==> src/rtl/ctrl_unit_if.sv <==
// Control-unit <-> datapath connection bundle.
// The master side (control unit) reads the IR fields and status and drives
// the ALU op code and every datapath strobe; the slave side is the datapath.
interface ctrl_unit_if;
  logic       en;
  logic [4:0] opcode;
  logic [2:0] s;
  logic [7:0] status;
  logic [1:0] op;
  logic       ipc;
  logic       clpc;
  logic       wpc;
  logic       wir;
  logic       wreg;
  logic       inm;
  logic       wmem;
  logic       rmem;
  logic       wmar;
  logic       wsreg;
  logic       halted;
  logic       illegal;

  modport master (
    input  en, opcode, s, status,
    output op, ipc, clpc, wpc, wir, wreg, inm, wmem, rmem, wmar, wsreg,
    output halted, illegal
  );

  modport slave (
    output en, opcode, s, status,
    input  op, ipc, clpc, wpc, wir, wreg, inm, wmem, rmem, wmar, wsreg,
    input  halted, illegal
  );
endinterface

==> src/rtl/ctrl_unit.sv <==
// YASAC multi-cycle control unit: INIT -> FETCH -> EX1 [-> EX2] -> FETCH.
// Only the state and the sticky illegal flag are registered; every strobe is
// decoded combinationally from state, opcode, branch selector and status.
module ctrl_unit #(
  parameter logic [1:0] ALU_PASSA = 2'b10,
  parameter logic [1:0] ALU_PASSB = 2'b11
) (
  input  logic          clk,
  input  logic          rst_n,
  ctrl_unit_if.master   bus
);

  typedef enum logic [2:0] {
    S_INIT  = 3'd0,
    S_FETCH = 3'd1,
    S_EX1   = 3'd2,
    S_EX2   = 3'd3,
    S_HALT  = 3'd4
  } state_t;

  state_t state_q, state_d;
  logic   illegal_q, illegal_d;

  // Opcode classes shared by next-state and output decode
  logic is_nop, is_halt, is_alu_r, is_alu_k;
  logic is_ld, is_st, is_mem, is_mem_k;
  logic is_jmp, is_br, is_brn, is_undef, br_bit;

  always_comb begin
    is_nop   = (bus.opcode == 5'b00000);
    is_halt  = (bus.opcode == 5'b00001);
    is_alu_r = (bus.opcode[4:2] == 3'b010);
    is_alu_k = (bus.opcode[4:2] == 3'b011);
    is_ld    = (bus.opcode == 5'b10000) || (bus.opcode == 5'b10001);
    is_st    = (bus.opcode == 5'b10010) || (bus.opcode == 5'b10011);
    is_mem   = is_ld || is_st;
    // Immediate-address forms: LD ra,(k) and ST (k),ra
    is_mem_k = (bus.opcode == 5'b10001) || (bus.opcode == 5'b10010);
    is_jmp   = (bus.opcode == 5'b11000);
    is_br    = (bus.opcode == 5'b11001);
    is_brn   = (bus.opcode == 5'b11010);
    br_bit   = bus.status[bus.s];
    is_undef = !(is_nop || is_halt || is_alu_r || is_alu_k || is_mem ||
                 is_jmp || is_br || is_brn);
  end

  // State register and sticky illegal flag, cleared asynchronously
  always_ff @(posedge clk or negedge rst_n) begin
    if (!rst_n) begin
      state_q   <= S_INIT;
      illegal_q <= 1'b0;
    end else begin
      state_q   <= state_d;
      illegal_q <= illegal_d;
    end
  end

  // Next-state decode; en=0 freezes both the state and the illegal flag
  always_comb begin
    state_d   = state_q;
    illegal_d = illegal_q;
    if (bus.en) begin
      case (state_q)
        S_INIT:  state_d = S_FETCH;
        S_FETCH: state_d = S_EX1;
        S_EX1: begin
          if (is_halt)     state_d = S_HALT;
          else if (is_mem) state_d = S_EX2;
          else             state_d = S_FETCH;
          if (is_undef) illegal_d = 1'b1;
        end
        S_EX2:   state_d = S_FETCH;
        S_HALT:  state_d = S_HALT;
        default: state_d = S_INIT;
      endcase
    end
  end

  // Strobe decode; everything defaults low and en=0 keeps it that way
  always_comb begin
    bus.op    = 2'b00;
    bus.ipc   = 1'b0;
    bus.clpc  = 1'b0;
    bus.wpc   = 1'b0;
    bus.wir   = 1'b0;
    bus.wreg  = 1'b0;
    bus.inm   = 1'b0;
    bus.wmem  = 1'b0;
    bus.rmem  = 1'b0;
    bus.wmar  = 1'b0;
    bus.wsreg = 1'b0;
    if (bus.en) begin
      case (state_q)
        S_INIT:  bus.clpc = 1'b1;
        S_FETCH: begin
          bus.wir = 1'b1;
          bus.ipc = 1'b1;
        end
        S_EX1: begin
          if (is_alu_r || is_alu_k) begin
            bus.op    = bus.opcode[1:0];
            bus.inm   = is_alu_k;
            bus.wreg  = 1'b1;
            bus.wsreg = 1'b1;
          end else if (is_mem) begin
            // Address goes through the ALU's pass-b path into MAR
            bus.op   = ALU_PASSB;
            bus.inm  = is_mem_k;
            bus.wmar = 1'b1;
          end else if (is_jmp || (is_br && br_bit) || (is_brn && !br_bit)) begin
            // Absolute target k passed straight to the PC
            bus.op  = ALU_PASSB;
            bus.inm = 1'b1;
            bus.wpc = 1'b1;
          end
        end
        S_EX2: begin
          if (is_ld) begin
            bus.rmem = 1'b1;
            bus.wreg = 1'b1;
          end else if (is_st) begin
            bus.op   = ALU_PASSA;
            bus.wmem = 1'b1;
          end
        end
        default: ;
      endcase
    end
  end

  // Status outputs: halted follows the state regardless of en
  always_comb begin
    bus.halted  = (state_q == S_HALT);
    bus.illegal = illegal_q;
  end

endmodule

==> src/flat_wrapper.sv <==
// flat-port wrapper written by rule: the top's interface ports become plain ports
module ctrl_unit_flat 
#(
  parameter logic [1:0] ALU_PASSA = 2'b10,
  parameter logic [1:0] ALU_PASSB = 2'b11
)
  (clk, rst_n, bus_en, bus_opcode, bus_s, bus_status, bus_op, bus_ipc, bus_clpc, bus_wpc, bus_wir, bus_wreg, bus_inm, bus_wmem, bus_rmem, bus_wmar, bus_wsreg, bus_halted, bus_illegal);
  ctrl_unit_if bus_i ();
  input  logic clk;
  input  logic rst_n;
  input wire logic [$bits(bus_i.en)-1:0] bus_en;
  input wire logic [$bits(bus_i.opcode)-1:0] bus_opcode;
  input wire logic [$bits(bus_i.s)-1:0] bus_s;
  input wire logic [$bits(bus_i.status)-1:0] bus_status;
  output wire logic [$bits(bus_i.op)-1:0] bus_op;
  output wire logic [$bits(bus_i.ipc)-1:0] bus_ipc;
  output wire logic [$bits(bus_i.clpc)-1:0] bus_clpc;
  output wire logic [$bits(bus_i.wpc)-1:0] bus_wpc;
  output wire logic [$bits(bus_i.wir)-1:0] bus_wir;
  output wire logic [$bits(bus_i.wreg)-1:0] bus_wreg;
  output wire logic [$bits(bus_i.inm)-1:0] bus_inm;
  output wire logic [$bits(bus_i.wmem)-1:0] bus_wmem;
  output wire logic [$bits(bus_i.rmem)-1:0] bus_rmem;
  output wire logic [$bits(bus_i.wmar)-1:0] bus_wmar;
  output wire logic [$bits(bus_i.wsreg)-1:0] bus_wsreg;
  output wire logic [$bits(bus_i.halted)-1:0] bus_halted;
  output wire logic [$bits(bus_i.illegal)-1:0] bus_illegal;
  assign bus_i.en = bus_en;
  assign bus_i.opcode = bus_opcode;
  assign bus_i.s = bus_s;
  assign bus_i.status = bus_status;
  assign bus_op = bus_i.op;
  assign bus_ipc = bus_i.ipc;
  assign bus_clpc = bus_i.clpc;
  assign bus_wpc = bus_i.wpc;
  assign bus_wir = bus_i.wir;
  assign bus_wreg = bus_i.wreg;
  assign bus_inm = bus_i.inm;
  assign bus_wmem = bus_i.wmem;
  assign bus_rmem = bus_i.rmem;
  assign bus_wmar = bus_i.wmar;
  assign bus_wsreg = bus_i.wsreg;
  assign bus_halted = bus_i.halted;
  assign bus_illegal = bus_i.illegal;
  ctrl_unit #(.ALU_PASSA(ALU_PASSA), .ALU_PASSB(ALU_PASSB)) u_core (.clk(clk), .rst_n(rst_n), .bus(bus_i));
endmodule
==> config.mk <==
export PLATFORM = sky130hd
export DESIGN_NAME = ctrl_unit_flat
export DESIGN_NICKNAME = d
export VERILOG_FILES = /design/src/rtl/ctrl_unit_if.sv /design/src/rtl/ctrl_unit.sv /design/src/flat_wrapper.sv
export SDC_FILE = /design/constraint.sdc
export NUM_CORES = 1
export LEC_CHECK = 0
export CAP_MARGIN = 20
export CORE_MARGIN = 2
export CORE_UTILIZATION = 33
export DETAILED_ROUTE_END_ITERATION = 8
export PLACE_DENSITY_LB_ADDON = 0.08
export SYNTH_ARGS = -nofsm -noshare
export SYNTH_HDL_FRONTEND = slang
export SYNTH_SLANG_ARGS = --single-unit
==> constraint.sdc <==
create_clock -name clk -period 1.7 [get_ports clk]
set_clock_uncertainty 0.1 [all_clocks]
set_input_delay 0.17 -clock clk [delete_from_list [all_inputs] [get_ports clk]]
set_output_delay 0.17 -clock clk [all_outputs]
set_load 0.01 [all_outputs]
* Yosys cells after proc, flatten, opt, wreduce, memory -nomap -nowiden
Index checks and enable logic that the tools add are counted.
** Cells by class
- Bitwise gates (word level) :: 1
- Magnitude comparators :: 1
- Muxes and demuxes :: 41
- Reductions and logical operators :: 21
- Equality and inequality tests :: 14
** Operator list (number)
- $eq A5 B5 Y1 const B :: 7
- $mux W1 :: 29
- $logic_or A1 B1 Y1 :: 14
- $mux W2 :: 7
- $eq A3 B2 Y1 const B :: 4
- $pmux W3 S4 :: 1
- $eq A5 B1 Y1 const B :: 1
- $logic_not A5 Y1 :: 1
- $lt A3 B4 Y1 const B :: 1
- $pmux W2 S2 :: 1
- $bmux W1 S3 :: 1
- $eq A3 B1 Y1 const B :: 1
- $eq A3 B3 Y1 const B :: 1
- $logic_not A3 Y1 :: 1
- $mux W3 :: 1
- $reduce_and A3 Y1 :: 1
- $logic_and A1 B1 Y1 :: 2
- $pmux W1 S2 :: 1
- $reduce_or A2 Y1 :: 1
- $logic_not A1 Y1 :: 1
- $not A1 Y1 :: 1
** Storage, ports and cells
- Input port bits :: 19
- Output and inout bits :: 14
- Flip-flop bits (word level) :: 4
- Logic and storage cells :: 80

* Logic depth before layout (Yosys ltp)
- Depth in word-level cells :: 10
- Gate-level depth with buffers :: 5

* Worst setup path before layout
No wires, ideal clock.
- Path kind :: reg-to-output
- From :: register u_core.state_q[1]
- To :: output port bus_op[1]
- Data required time :: 1.430 ns
- Path buffers :: 1
- Arrival :: 1.376 ns
- Setup slack :: 0.054 ns
- Stages on the path, launching flop included :: 6
- Path through :: dfrtp_1 -> clkbuf_1 -> nand4bb_1 -> nor2_1 -> o21ai_1 -> a22oi_1
** Between the ends
- Longest elaborated chain between the ends :: 3
- Elaborated cells between the ends (all ways) :: 4
** Ends and longest elaborated chain
- start, declared :: line ctrl_unit.sv:21 : state_t state_q, state_d;
- start signal, assigned :: line ctrl_unit.sv:53 : state_q <= state_d;
- $eq A3 B2 Y1 :: line ctrl_unit.sv:93 : case (state_q)
- $pmux W2 S2 * :: line ctrl_unit.sv:93
- $mux W2 * :: line ctrl_unit.sv:92 : if (bus.en) begin
- end, declared :: line flat_wrapper.sv:15 : output wire logic [$bits(bus_i.op)-1:0] bus_op;
Mark *: on every way between the ends. The rest lies on a longest branch, timed or not.

* Worst setup path in the final report
- From :: register u_core.state_q[0]
- To :: output port bus_op[1]
The elaborated chain is that of the path after synthesis.

==> out/metrics.yaml <==
yosys_warnings: 0
h-tree-depth: 1
setup_violations: 1
min_period_ns: 1.75
crit_cells: 6
syn-cell-area_sq_um: 473
ir_drop_mv: 0.543
fin_nets: 135
ff2ff_setup_slack_ns: 0.38
required_ns: 1.43
cts_tree: "yes"
die-width_um: 41.9
worstPathCellList: "nand4bb_4, nor2_4, buf_6, a21oi_1, a22oi_1, buf_2"
cp-startpoint: "u_core.state_q[0]"
reg2reg_depth: 6
cellPowerDensity_nw_per_um2: 578
clock-root-buffer: "clkbuf_4"
holdCritPathClass: "in2async"
design_area_sq_um: 968
setup_slack_ns: -0.0506
place_congestion: 0.858
ant_nets: 0
grt_overflow_total: 0
drc: 0
place_inst: 124
ys_types: 30
grt_pass1_wl_um: 2480
slew_viol_final: 0
dr.first_iter.drc_count: 5
path_delay_family: "flip-flops"
path_buf_inv: 2
drt_wl_total_um: 1500
syn_to_final_growth_pct: 105
finish.utilization_pct: 73.5
rows: 13
final_cell_count_no_fill: 129
clock_path_buffers: 2
cp-start-kind: "flop"
cp_data_arrival_time_ns: 1.48
routedWlPerCell_um: 11.6
yosys_register_bits: 4
tightest_slew_ns: 0.298
antenna_found_initial: 0
grt_pass1_vias: 594
grt_max_degree: 7
rsz0062_at_grt: "true"
fin_crit_sh_pct: 103
ios: 33
first_pass_iters: 5
clk_pin_slew_ns: 0.03
synth_top_area_share_pct: 21.2
cts_num_sinks: 4
insertion_delay_ns: 0.22
critPathKind: "reg2out"
synth_fp_nets: 81
max_stage_delay_ns: 0.41
synth_cells: 62
worstReg2RegStart: "u_core.state_q[1]"
worstPathMaxFanout: 4
dp_hpwl_um: 1180
vias_per_cell: 4.97
placed_area_sq_um: 928
violations: "setup timing"
synth_top_area_cell: "dfrtp_1"
start_util_pct: 35.9
grt_usage_pct: 17.5
r2r-end: "u_core.bus.illegal"
cap_violations: 0
yosysSeqAreaShare_pct: 21.2
crit_path_end_kind: "output port"
ys_top_cells_by_area: "dfrtp_1 (21%), mux2i_1 (8.5%), nand2_1 (5.6%)"
die_area_sq_um: 1750
post_route_cells_drive_above_1_share_pct: 48.2
diodes: 0
cts_made_buffers: 3
slew_headroom_pct: 80.2
finalHoldViolCount: 0
vias: 641
status: "finished, violations left"
cp_slowest_cell: "dfrtp_1"
fmax_mhz: 571
die_y_um: 41.9
avgSynthCellArea_sq_um: 7.63
leakagePower_nw: 0.461
power.total_mw: 0.560
endpoint: "bus_op[1]"
port_buffers: 32
core_sq_um: 1320
how the worst min path moves through the flow:
stage	end	from	slack (ns)
floorplan	u_core.bus.illegal	rst_n	-0.23
global placement	u_core.state_q[1]	rst_n	0.28
detailed placement	u_core.state_q[2]	rst_n	0.28
CTS	u_core.state_q[2]	rst_n	0.04
global route	u_core.state_q[2]	rst_n	0.04
finish	u_core.state_q[2]	rst_n	0.04
repair_timing:
| action | in CTS | in global routing |
|---|---|---|
| resized for setup | 86 | 15 |
| endpoints found under the setup margin | 15 | 12 |
| hold endpoints to repair | 0 | 0 |
| hold buffers | 0 | 0 |
| pin swaps | 8 | 7 |
| setup buffers | 2 | 0 |
placed cells by master, fill, tap and decap left out, types with 3 or more instances in the layout:
cell / Yosys / layout
buf_4: 1 / 17
buf_2: 0 / 11
nand2_1: 7 / 7
dlygate4sd2_1: 0 / 7
clkbuf_2: 0 / 6
mux2i_1: 4 / 4
nor2_1: 7 / 4
clkdlybuf4s15_1: 0 / 4
buf_6: 1 / 4
clkbuf_4: 0 / 3
dfrtp_1: 4 / 3
area by class of cell:
class                   instances  area, sq um
clock buffers                   3         22.5
repair buffers                 53          407
flip-flops and latches          4          101
multi-input cells              52          412
fillers                       106          349
inverters                       2         7.51
well taps                      15         18.8
layer usage:
layer	vias to the layer above	part of all wire [%]	global-route usage (%)
li1	334	-	-
met1	286	43	23.1
met2	21	51	30.6
met3	0	5.9	0.870
met4	0	0	5.16
met5	-	0	0
synth_stat cells:
cell type and count:
nand2_1 7, nor2_1 7, nor3_1 5, dfrtp_1 4
mux2i_1 4, nand2b_1 3, a21oi_1 2, a31oi_1 2
clkbuf_1 2, inv_1 2, nand3b_1 2, o21ai_0 2
o21ai_1 2, o22ai_1 2, a21o_1 1, a22oi_1 1
and2_1 1, buf_4 1, buf_6 1, mux2i_2 1
mux4_2 1, nand4bb_1 1, nor3b_1 1, o211ai_1 1
o21bai_1 1, o31ai_1 1, or3_1 1, or3b_1 1
or4b_1 1, xor2_1 1
sequential cells by signal, summed over array words and instances, names as in the netlist:
| signal | cells |
|---|---|
| u_core.bus.illegal | 1 |
| u_core.state_q | 3 |
cells by family after synthesis:
kind of cell / share of synthesized area (%)
mux: 16.1
compound gates: 19.6
flops: 21.2
buf+inv: 7.14
xor+xnor: 1.85
simple gates: 34.1
worst reg2reg max path: cells and delay by family, from the launching register on:
| family | cells | cell delay [ns] |
|---|---|---|
| AO/OA/AOI/OAI | 1 | 0.13 |
| buffers and inverters | 2 | 0.28 |
| flip-flops | 1 | 0.42 |
| AND/OR/NAND/NOR | 3 | 0.32 |
report_power, final:
part	total, mW	internal [mW]	switching [mW]
clock network	0.108	0.0783	0.0294
logic	0.305	0.176	0.129
registers	0.147	0.120	0.0270
metrics by stage:
stage | setup TNS (ns) | setup WS, ns | hold slack [ns]
after floorplan | 0 | 0.0544 | -0.226
after global placement | -7.11 | -0.803 | 0.279
after detailed placement | -7.43 | -0.830 | 0.279
after CTS | -0.104 | -0.0940 | 0.0425
after global routing | -0.358 | -0.109 | 0.0426
final | -0.0506 | -0.0506 | 0.0438
Power figures use the tool's default switching activity.
